[config.mk]
export PLATFORM = sky130hd
export DESIGN_NAME = audio_adc_rx
export DESIGN_NICKNAME = d
export VERILOG_FILES = /design/src/rtl/audio_adc_rx.sv
export SDC_FILE = /design/constraint.sdc
export NUM_CORES = 1
export LEC_CHECK = 0
export ABC_AREA = 0
export BUFFER_PORTS_ARGS = -buffer_cell sky130_fd_sc_hd__buf_2
export CORE_ASPECT_RATIO = 0.8
export CORE_UTILIZATION = 43
export DETAILED_ROUTE_END_ITERATION = 6
export HOLD_SLACK_MARGIN = 0.12
export PLACE_DENSITY_LB_ADDON = 0.15
export SLEW_MARGIN = 20
export SYNTH_ARGS = -nofsm -noshare
export SYNTH_HDL_FRONTEND = slang
export SYNTH_SLANG_ARGS = --single-unit
[constraint.sdc]
create_clock -name Clk -period 3.3 [get_ports Clk]
set_input_delay 0.33 -clock Clk [delete_from_list [all_inputs] [get_ports Clk]]
set_output_delay 0.33 -clock Clk [all_outputs]
set_load 0.005 [all_outputs]
[src/rtl/audio_adc_rx.sv]
// audio_adc_rx: I2S ADC receiver, 16-bit stereo pairs over a valid/ready handshake.
// Build option AUDIO_RX_PEAK_EN adds the left-channel peak meter (peak_left/peak_clr).
module audio_adc_rx (
  input  logic        Clk,
  input  logic        Reset_n,
  input  logic        AUD_BCLK,
  input  logic        AUD_ADCLRCK,
  input  logic        AUD_ADCDAT,
  output logic        sample_valid,
  input  logic        sample_ready,
  output logic [15:0] left_data,
  output logic [15:0] right_data,
  output logic        frame_err,
  output logic        overrun,
  input  logic        overrun_clr
`ifdef AUDIO_RX_PEAK_EN
  ,
  output logic [15:0] peak_left,
  input  logic        peak_clr
`endif
);

  typedef enum logic [1:0] {
    IDLE,
    SKIP,
    SHIFT,
    HOLD
  } state_t;

  logic        r_bclk_m, r_bclk_s, r_bclk_q;
  logic        r_lrck_m, r_lrck_s;
  logic        r_dat_m, r_dat_s;
  logic        r_lrck_lat;
  logic        r_armed;
  state_t      r_state;
  logic [4:0]  r_cnt;
  logic [15:0] r_shift;
  logic [15:0] r_left_hold;
  logic        r_have_left;

  state_t      w_state_nxt;
  logic [4:0]  w_cnt_nxt;
  logic [15:0] w_shift_nxt;
  logic        w_store;
  logic        w_err;
  logic        w_bit_ev;
  logic        w_lr_chg;
  logic [15:0] w_word;
  logic        w_store_l;
  logic        w_store_r;
  logic        w_pair;
  logic        w_accept;

  assign w_bit_ev  = r_bclk_s & ~r_bclk_q;
  assign w_lr_chg  = w_bit_ev & r_armed & (r_lrck_s != r_lrck_lat);
  assign w_word    = {r_shift[14:0], r_dat_s};
  assign w_store_l = w_store & ~r_lrck_s;
  assign w_store_r = w_store & r_lrck_s;
  assign w_pair    = w_store_r & r_have_left;
  assign w_accept  = sample_valid & sample_ready;

  // Two-flop synchronizers plus a delayed BCLK copy for edge detection
  always_ff @(posedge Clk or negedge Reset_n) begin
    if (!Reset_n) begin
      r_bclk_m <= 1'b0;
      r_bclk_s <= 1'b0;
      r_bclk_q <= 1'b0;
      r_lrck_m <= 1'b0;
      r_lrck_s <= 1'b0;
      r_dat_m  <= 1'b0;
      r_dat_s  <= 1'b0;
    end else begin
      r_bclk_m <= AUD_BCLK;
      r_bclk_s <= r_bclk_m;
      r_bclk_q <= r_bclk_s;
      r_lrck_m <= AUD_ADCLRCK;
      r_lrck_s <= r_lrck_m;
      r_dat_m  <= AUD_ADCDAT;
      r_dat_s  <= r_dat_m;
    end
  end

  // FSM state, bit counter, shifter and LRCK seen at the previous bit event
  always_ff @(posedge Clk or negedge Reset_n) begin
    if (!Reset_n) begin
      r_state    <= IDLE;
      r_cnt      <= 5'd0;
      r_shift    <= 16'd0;
      r_lrck_lat <= 1'b0;
      r_armed    <= 1'b0;
    end else begin
      r_state <= w_state_nxt;
      r_cnt   <= w_cnt_nxt;
      r_shift <= w_shift_nxt;
      if (w_bit_ev) begin
        r_lrck_lat <= r_lrck_s;
        r_armed    <= 1'b1;
      end
    end
  end

  // Next state; the bit event that reveals an LRCK change is the I2S delay slot
  always_comb begin
    w_state_nxt = r_state;
    w_cnt_nxt   = r_cnt;
    w_shift_nxt = r_shift;
    w_store     = 1'b0;
    w_err       = 1'b0;
    unique case (r_state)
      IDLE: begin
        if (w_lr_chg) w_state_nxt = SKIP;
      end
      SKIP: begin
        w_state_nxt = SHIFT;
        w_cnt_nxt   = 5'd0;
        w_shift_nxt = 16'd0;
      end
      SHIFT: begin
        if (w_lr_chg) begin
          w_err       = 1'b1;
          w_state_nxt = SKIP;
          w_cnt_nxt   = 5'd0;
          w_shift_nxt = 16'd0;
        end else if (w_bit_ev) begin
          w_shift_nxt = w_word;
          w_cnt_nxt   = r_cnt + 5'd1;
          if (r_cnt == 5'd15) begin
            w_store     = 1'b1;
            w_state_nxt = HOLD;
          end
        end
      end
      HOLD: begin
        if (w_lr_chg) w_state_nxt = SKIP;
      end
      default: w_state_nxt = IDLE;
    endcase
  end

  // Left word holding and same-frame pairing of left with right
  always_ff @(posedge Clk or negedge Reset_n) begin
    if (!Reset_n) begin
      r_left_hold <= 16'd0;
      r_have_left <= 1'b0;
    end else if (w_store_l) begin
      r_left_hold <= w_word;
      r_have_left <= 1'b1;
    end else if (w_pair || w_err) begin
      r_have_left <= 1'b0;
    end
  end

  // Output pair register with valid/ready handshake and sticky overrun
  always_ff @(posedge Clk or negedge Reset_n) begin
    if (!Reset_n) begin
      sample_valid <= 1'b0;
      left_data    <= 16'd0;
      right_data   <= 16'd0;
      overrun      <= 1'b0;
    end else begin
      if (w_pair && (!sample_valid || w_accept)) begin
        sample_valid <= 1'b1;
        left_data    <= r_left_hold;
        right_data   <= w_word;
      end else if (w_accept) begin
        sample_valid <= 1'b0;
      end
      if (w_pair && sample_valid && !w_accept) overrun <= 1'b1;
      else if (overrun_clr)                    overrun <= 1'b0;
    end
  end

  // Short-channel error pulse
  always_ff @(posedge Clk or negedge Reset_n) begin
    if (!Reset_n) frame_err <= 1'b0;
    else          frame_err <= w_err;
  end

`ifdef AUDIO_RX_PEAK_EN
  logic [15:0] w_abs;

  assign w_abs = !w_word[15]          ? w_word :
                 (w_word == 16'h8000) ? 16'h7FFF :
                 (~w_word + 16'd1);

  // Left peak magnitude; a stored left word wins over a clear
  always_ff @(posedge Clk or negedge Reset_n) begin
    if (!Reset_n) begin
      peak_left <= 16'd0;
    end else if (w_store_l) begin
      if (w_abs > peak_left) peak_left <= w_abs;
    end else if (peak_clr) begin
      peak_left <= 16'd0;
    end
  end
`endif

endmodule

[Yosys cells after proc, flatten, opt, wreduce, memory -nomap -nowiden]
Cells that the tools add are included.
Operators by class
  mux-type cells: 23
  $add $sub $neg: 1
  eq/ne operators: 8
  bitwise operators: 9
  reductions and logical operators: 15
Operator list (number)
  15-bit two-way mux: 2
  15-bit case mux with 2 select lines: 1
  1-bit two-way mux: 12
  5-bit two-way mux: 2
  5-bit case mux with 2 select lines: 1
  2-bit two-way mux: 4
  2-bit nonzero test: 4
  1-bit AND: 7
  3-bit inequality test (second input constant): 2
  2-bit case mux with 3 select lines: 1
  5-bit by 1-bit adder with 5-bit output (second input constant): 1
  5-bit by 4-bit == test with 1-bit output (second input constant): 1
  2-bit == test (second input constant): 2
  1-bit logical AND: 3
  3-bit AND reduction: 1
  2-bit by 1-bit == test with 1-bit output (second input constant): 1
  1-bit logical NOT: 2
  2-bit logical NOT: 1
  1-bit logical OR: 2
  2-bit by 1-bit inequality test with 1-bit output (second input constant): 1
  1-bit inverter: 2
  2-bit AND reduction: 1
  2-bit OR reduction: 1
  1-bit inequality test: 1
Storage, ports and cells
  register bits: 83
  output and inout port bits: 35
  input port bits: 7

[Longest topological paths before layout]
Gate-level depths: netlist (run 1).
  word-level depth: 11
  gate-level depth with buffers: 9
  depth with buffers taken out: 7

[Worst setup path before layout (run 1)]
OpenSTA, ideal clock, no wires.
  kind: reg-to-reg
  start point: reg r_cnt[0]
  end point: reg r_left_hold[10]
  setup slack: 1261 ps
  buffers on the path: 2
  clock period less this slack: 2039 ps
  data arrival time: 1914 ps
  stages on the path, launching flop included: 10
  library setup time: 125 ps
  cell sequence: dfrtp_1 > ha_1 > and3_1 > ha_1 > nand2_1 > a211oi_2 > and2b_1 > buf_6 > buf_12 > mux2_4
On the way
  longest elaborated chain between the ends: 6
RTL lines
  start: declaration: line 36  | logic [4:0] r_cnt;
  start signal: assignment: line 93  | r_cnt <= w_cnt_nxt;
  5-bit by 4-bit == test with 1-bit output: line 127  | if (r_cnt == 5'd15) begin
  1-bit two-way mux: line 127
  1-bit two-way mux: line 124  | end else if (w_bit_ev) begin
  1-bit two-way mux: line 119  | if (w_lr_chg) begin
  1-bit two-way mux: line 109  | unique case (r_state)
  1-bit AND: line 57  | assign w_store_l = w_store & ~r_lrck_s;
  end signal: assignment: line 146  | r_left_hold <= w_word;
  end: declaration: line 38  | logic [15:0] r_left_hold;
No other way between the ends.
A chain may end at the register's enable or synchronous reset.

[Final worst setup path (run 1)]
  start point: reg r_cnt[0]
  end point: reg r_left_hold[4]
The elaborated chain is that of the path after synthesis.

==> summary.md, run 1 <==
The run finished with clean final reports. Most common library cell in the layout ignoring fill and taps: dfrtp_1. Area of the die: 0.008128 mm^2. The largest fanout of any net on the critical path is 16.

The proportion of layout cells with a drive suffix above 1 is 38.13%. The global-route total usage across every layer is 15.28%. Starting density of the core: 44.77%. 0 antenna diodes ended up in the layout. Setup total negative slack on the finished layout was measured at 0 ps. The logs give 0.003914 mm^2 for the post-route cell area and 0 for the post-CTS setup repair buffer count. Sequential cells were found to cover 62.17% of the synthesized design area.

The worst setup path is launched from a flip-flop. Entering global routing, the biggest net connects 84 pins. The fraction of the cycle the final worst path needs works out to 68.99%. Across the run, the number of max-cap violations was 0.

At the placement stage, the worst setup path has a slack of 1032 ps. Setup repair after global routing left no endpoint under its margin. Global-route wire length before repair: 9252 um.

The tools report the distinct cell type count after synthesis as 32. The worst hold path terminates at overrun. The number of DRC violations after detailed routing was 0. The startpoint identified for the worst hold timing path is overrun_clr. The number of global-route vias before repair was 1,828; the number of nets at the end of the flow was 307. Instance count of the mapped netlist: 248. Clock latency at the later pin of the worst-skew pair: 340 ps. Tracing the worst setup path back leads to its startpoint at r_cnt[0]. For the warning count from the yosys run, the log shows 0. The biggest area contributor in the post-synthesis netlist is dfrtp_1.

The count of state elements after synthesis was 83; the instance area after placement was 0.003612 mm^2. The final setup violation count was 0; the number of violations reported at the end of detailed-routing iteration 0 was 111. The logs give 5.202 ps for the worst-case clock skew and 42 for the total I/O pin count.

The count of standard-cell rows is 28, and the per-cell via count in the routed design is 4.824. The synthesis-to-finish area growth is 17.15%. The global placer's final weighted congestion came out at 0.7274. The floorplan step set the die width to 100.5 um.

The critical path data arrival time came out at 2510 ps. The root buffer cell chosen for the clock tree is clkbuf_8. In the final layout, the multi-input gates occupy 0.001164 mm^2. STA classifies the critical path endpoint as a flip-flop. The y dimension of the die came out at 80.84 um. Pin slew with the least headroom to its limit: 782.6 ps.

The final critical path time including I/O delays and setup came out at 2277 ps. In the final routed layout, each cell accounts on average for 13.63 um. Fill cells in the final layout number 668.

The worst path meets setup with 1023 ps of slack. Number of pins with negative max-slew slack in the final report: 0. The total standard cell area after synthesis was 0.003341 mm^2; the power density normalized to cell area was 563.6 mW/mm^2. The logs give 3 for the depth of the CTS H-tree and 0 for the final count of hold timing violations. The maximum buffer depth of the clock tree was 2; the area share of the largest cell type after synthesis was 62.17%.

Summed over all layers, the global routing overflow is 0. The tools report the worst reg2reg path endpoint as r_left_hold[4]. Counting instances, the worst hold path has a depth of 2. Ranked by total cell area, the synthesized netlist is headed by dfrtp_1 62%, mux2_2 13%, mux2_4 4.9%, nand2_1 4.8%, o21ai_0 3.0%.

The setup path with the least slack is of type flip-flop to flip-flop. The top cell types in the final layout, fill and taps aside, are 83 x dfrtp_1, 43 x nand2_1, 40 x buf_2. For the sink count of the clock tree, the log shows 83. TritonCTS built the clock tree.

The tightest slew margin relative to the limit is 47.72%, and the number of detailed-route iterations in the first pass is 4. Buffers inserted during clock tree synthesis total 9. The count of nets left with antenna violations once routing finished came out at 0. For this run, the top clock speed supported by timing is 0.4392 GHz. When the netlist entered floorplanning its net count stood at 260. The tools report the post-detailed-placement half-perimeter wirelength as 3402 um. The sequential cell area was 0.002077 mm^2. The number of antenna violations at the first check in global routing is 0. STA puts the critical path data required time at 3530 ps.

For this block, the routed nets add up to 5505 um of wire. Input and output buffers added on the ports amount to 41. The run gives 1020 ps as the reg2reg setup slack.

Synthesized area per cell: 13.47 um^2. The area of the core is 0.007462 mm^2. IR analysis of the VDD net gives a maximum drop of 303.2 uV.

The worst hold path class is input pin to flip-flop. For this design the static power due to leakage is 1.980 nW. The startpoint identified for the worst register-to-register timing path is r_cnt[0]. The clock slew seen by the registers of the worst setup and hold paths came out at 80 ps.

The number of cells traversed by the worst register-to-register path was 8; the via count of the routed design was 1,949.
power by group:
part / switching (mW) / internal, mW
Sequential: 0.0267 / 1.05
Clock: 0.345 / 0.540
Combinational: 0.176 / 0.0722
area by class of cell:
cell class / count / share of cell area (%)
Tap cell: 105 / 3.357
Inverter: 5 / 0.4795
Timing Repair Buffer: 48 / 7.001
Clock buffer: 11 / 3.868
Sequential cell: 83 / 53.07
Multi-Input combinational cell: 148 / 29.73
Clock inverter: 4 / 2.494
worst max path at each step:
stage | end | slack (ps) | cells past startpoint
after floorplan | r_left_hold[10] | 1260 | 9
after detailed placement | r_left_hold[1] | 1030 | 8
after global routing | r_left_hold[3] | 900 | 8
final | r_left_hold[4] | 1020 | 8
after CTS | r_left_hold[4] | 1010 | 8
after global placement | r_left_hold[5] | 1080 | 8
critical path, stage by stage (launching register included):
cell      delay (ps)
dfrtp_1          390
ha_1             200
and3_1           170
ha_1             270
nand2_1          100
a211oi_2         250
and2b_1          150
buf_4            280
mux2_2           370
routing by layer:
layer	wire (um)	track usage, %	vias to the layer above
li1	-	-	943
met1	2885	21.62	960
met2	2311	21.03	37
met3	232	5.077	9
met4	76	7.391	0
met5	0	0	-
registers in the layout, indices dropped and copies added, names as in the netlist:
signal / flops
r_state: 2
r_lrck_m: 1
r_bclk_s: 1
r_cnt: 5
overrun: 1
frame_err: 1
r_dat_s: 1
r_bclk_m: 1
r_have_left: 1
r_lrck_lat: 1
r_shift: 15
r_armed: 1
r_bclk_q: 1
r_dat_m: 1
r_lrck_s: 1
r_left_hold: 16
left_data: 16
right_data: 16
sample_valid: 1
kinds of logic (layout without fill, tap and decap cells):
| family | after synthesis | in the layout | synth area share, % |
|---|---|---|---|
| flops | 83 | 83 | 62.17 |
| simple gates | 57 | 57 | 7.566 |
| mux | 52 | 52 | 18.65 |
| compound gates | 33 | 33 | 5.880 |
| buf+inv | 17 | 68 | 3.371 |
| fa+ha+maj | 5 | 5 | 1.873 |
| xor+xnor | 1 | 1 | 0.4870 |
timing repair:
item	CTS	global route
hold buffers	3	1
resized for setup	0	0
endpoints found under the hold margin	3	83
cells in the mapped netlist:
library cell   n
a211oi_2       1
a21oi_1        2
a31o_2         1
a31oi_1        3
a32o_1         1
and2_1         1
and2b_1        1
and3_1         1
buf_12         1
buf_2          1
buf_6          4
clkbuf_1       5
clkbuf_2       1
dfrtp_1       83
ha_1           5
inv_1          5
mux2_2        38
mux2_4        11
mux2i_1        3
nand2_1       43
nand2b_1       3
nand3_1        1
nand4_1        1
nand4_2        1
nor2b_1        2
nor3_1         2
o21ai_0       20
o22ai_1        2
o31ai_1        2
o41ai_1        1
or2_2          1
xor2_2         1
stage by stage:
stage | power, mW | utilization [%] | std cells | hold slack (ps)
3_5_place_dp | 1.333 | 48.41 | 385 | 335.6
2_1_floorplan | 1.256 | - | 248 | 34.41
4_1_cts | 2.229 | 52.15 | 403 | 147.0
6_report | 2.206 | 52.45 | 404 | 168.4
3_3_place_gp | 1.331 | 48.41 | 385 | 334.8
5_1_grt | 2.316 | 52.45 | 404 | 140.3
Note: power is estimated with default switching activity, not from simulation.
==> run 2, diff against run 1 <==
ABC_AREA = 1   (was 0)
clock period = 2 ns   (was 3.3 ns; I/O delays follow)
==> run 2 against run 1 <==
Net effect:
- wire length is 38% higher
- synthesized area is 8.5% higher
- setup slack worse by 970 ps
- critical path type unchanged
- critical path depth is 4 higher
- combinational power grew to 3.2 times the previous value
- synthesized cell count is 56% higher
- die area is 8.3% higher
==> summary.md, run 2 <==
The proportion of register bits with asynchronous set or reset after synthesis is 100.0% (unchanged), and the detailed-route wire length per cell is 13.86 um (+1.7%). The final setup violation count was 0 (unchanged); the setup TNS after final layout was 0 ps (unchanged). The number of DRC violations after detailed routing is 0 (unchanged). The synthesis-to-finish area growth is 22.68%. The run finished with clean final reports. The worst hold path class is input pin to async pin.

The global-route total usage across every layer was 18.80% (+3.5 points). Type of origin of the critical path: a flip-flop. The run gives 0 (unchanged) as the residual overflow from global routing. The critical path is of the flip-flop to flip-flop type. The final count of hold timing violations is 0 (unchanged). For the number of nets with antenna violations after routing, the log shows 0 (unchanged).

The tools report the area of the die as 0.008803 mm^2 (+8.3%). The layout filler cell count is 757 (+13%), and the power density normalized to cell area is 930.1 mW/mm^2 (+65%). The tools report the number of nets produced by synthesis as 398 (+53%).

The pin slew with the least headroom to its limit was 702.8 ps (-79.80 ps). The largest fanout of any net on the critical path is 7 (-9). Number of violations of the max-capacitance limit: 0 (unchanged). The pin count of the biggest net entering global routing was 56 (-33%); the depth of the CTS H-tree was 3 (unchanged). The worst-case clock skew came out at 9.824 ps (+4.622 ps). The number of antenna violations at the first check in global routing is 0 (unchanged), and the warning count from the yosys run is 0 (unchanged). The critical path data arrival time is 2250 ps (-260 ps).

For the total I/O pin count, the log shows 42 (unchanged). The largest total area in the synthesized netlist belongs to dfrtp_1. The largest registers in the layout are left_data: 16 flops, r_left_hold: 16 flops, right_data: 16 flops. The standby leakage power is 2.118 nW (+6.9%). Leaving out fill and tap cells, the most frequent cell in the layout is dfrtp_1. The via count of the routed design was 2,710 (+39%); the final wirelength was 7581 um (+38%). The synthesized area per cell works out to 9.390 um^2 (-30%). The number of synthesized flops with an enable pin was 0 (unchanged). Ranked by instance count, the synthesized netlist is headed by 83 x dfrtp_1, 69 x nand2_1, 62 x inv_1, 36 x nand3_1, 32 x o21bai_1. The maximum buffer depth of the clock tree was 2 (unchanged); the final critical path time including I/O delays and setup was 1945 ps (-331.7 ps).

The instance area after placement was 0.003975 mm^2 (+10%). The tools report the launching element of the worst setup path as r_cnt[1]. The number of pins with negative max-slew slack in the final report is 0 (unchanged). The required time at the worst-slack endpoint is 2300 ps (-1230 ps), and the sequential cell area fraction in the yosys report is 57.30% (-4.9 points).

Nature of the critical path endpoint: a flip-flop. Fraction of the cycle the final worst path needs: 97.25% (+28 points). The tightest slew margin relative to the limit came out at 53.08% (+5.4 points). The logs give 0.5141 GHz (+17%) for the maximum achievable frequency and 386 (+56%) for the instance count of the mapped netlist.

The peak ir drop on the vdd network came out at 603.8 uV (+99%). The number of detailed-route iterations in the first pass was 4 (unchanged); the sink count of the clock tree was 83 (unchanged). The global placer's final weighted congestion was 0.7630 (+4.9%). The starting density of the core is 45.00% (+0.23 points), and the clock latency at the later pin of the worst-skew pair is 360 ps (+20 ps).

The number of nets at the end of the flow was 446 (+45%); the width of the die was 104.7 um (+4.1%). The logs give 2,594 (+42%) for the number of global-route vias before repair and 0 (unchanged) for the number of antenna cells inserted. The count of port buffers added during placement is 41 (unchanged). Area of the core: 0.008055 mm^2 (+7.9%). The tools report the total standard cell area after synthesis as 0.003625 mm^2 (+8.5%). Sorting the synthesized cells by area gives the leading types as dfrtp_1 57%, nand2_1 7.1%, o21bai_1 6.6%, inv_1 6.4%, nand3_1 5.0%. The area share of the largest cell type after synthesis was 57.30% (-4.9 points). The distinct cell type count after synthesis came out at 27 (-16%).

In the synthesized netlist the dominant register cell turns out to be dfrtp_1. The y dimension of the die is 84.12 um (+4.1%). The cell sitting at the root of the clock tree is a clkbuf_8.

The proportion of layout cells with a drive suffix above 1 was 23.01% (-15 points). Setup repair after global routing could not meet its margin everywhere. TritonCTS built the clock tree. The post-detailed-placement half-perimeter wirelength came out at 4762 um (+40%). The launch point of the worst reg-to-reg path is r_cnt[1]. The most common cell in the synthesized netlist is dfrtp_1.

The clock slew seen by the registers of the worst setup and hold paths came out at 90 ps (about the same). The global-route wire length before repair was 12,880 um (+39%); the number of violations reported at the end of detailed-routing iteration 0 was 155 (+40%). The count of state elements after synthesis was 83 (unchanged); the per-cell via count in the routed design was 4.954 (+2.7%). The count of standard-cell rows is 29 (+3.6%). The CTS buffer count is 9 (unchanged).

The tools report the post-route cell area as 0.004447 mm^2 (+14%). The top cell types in the final layout, fill and taps aside, are 83 x dfrtp_1, 67 x nand2_1, 62 x inv_1.
==> run 2: cell count changes after synthesis, moves of 5 or more <==
cell / before / now
buf_2: 1 / 9
inv_1: 5 / 62
mux2_2: 38 / 0
mux2_4: 11 / 0
nand2_1: 43 / 69
nand3_1: 1 / 36
nand4_1: 1 / 18
nor2_1: 0 / 6
o21ai_0: 20 / 25
o21ai_1: 0 / 11
o21bai_1: 0 / 32
==> run 2: per-layer routing <==
| layer | GRT usage (%) | vias to the layer above | wire length (um) |
|---|---|---|---|
| met2 | 28.42 | 67 | 3346 |
| met3 | 4.996 | 9 | 368 |
| met1 | 26.74 | 1298 | 3786 |
| li1 | - | 1336 | - |
| met5 | 0 | - | 0 |
| met4 | 5.506 | 0 | 80 |
==> run 2: repair_timing <==
item | CTS | global route
buffers inserted | 0 | 1
hold buffers | 5 | 0
resized for setup | 0 | 18
hold endpoints to repair | 32 | 0
endpoints found under the setup margin | 0 | 34
==> run 2: final timing paths <==
kind                                         to  slack (ps)  depth (start not counted)
worst max register to register   right_data[13]          50                         12
worst min-delay path               left_data[9]         300                          2
max in group asynchronous       r_left_hold[15]        1080                          3
worst max-delay path             right_data[13]          50                         12
worst min register to register         r_lrck_s         350                          0
min in group Clk                       r_lrck_s         350                          0
==> run 2: final cells by class <==
| class | instances | area, um^2 | share of cell area [%] |
|---|---|---|---|
| Sequential cell | 83 | 2077 | 46.71 |
| Multi-Input combinational cell | 216 | 1259 | 28.31 |
| Timing Repair Buffer | 59 | 483.0 | 10.86 |
| Inverter | 65 | 244.0 | 5.487 |
| Clock buffer | 10 | 137.6 | 3.095 |
| Tap cell | 108 | 135.1 | 3.039 |
| Clock inverter | 6 | 111.4 | 2.504 |
==> run 2: cell families (layout without fill, tap and decap cells) <==
group / after synthesis / count (layout) / share of synthesized area, %
AO/OA/AOI/OAI: 72 / 72 / 12.29
AND/OR/NAND/NOR: 139 / 139 / 18.50
adder cells (fa/ha/maj): 5 / 5 / 1.726
flip-flops: 83 / 83 / 57.30
buffers and inverters: 87 / 140 / 10.18
==> run 2: worst max-delay path: stages, from the launching register on <==
cell       delay, ps
dfrtp_1          380
ha_2             200
nand2_2           60
nor2_2           110
ha_2             190
nand2_2           70
nor2_4           150
nand3_2          120
nor2_4           150
buf_12           150
clkbuf_16        140
nand3_1           70
nand2_1          100
==> run 2: power by group <==
group	switching, mW	internal, mW	total [mW]
logic	0.511	0.295	0.806
registers	0.0730	1.78	1.85
clock network	0.615	0.866	1.48
==> run 2: through the flow <==
stage	hold WS, ps	total power, mW	std cells	utilization (%)	setup WS [ps]
floorplan	-95.59	2.385	386	-	322.2
global placement	150.5	2.663	522	49.35	93.61
detailed placement	152.1	2.677	522	49.35	57.15
CTS	305.5	4.168	543	53.06	26.14
global route	334.3	4.375	547	55.20	-66.15
finish	301.2	4.136	547	55.20	54.92
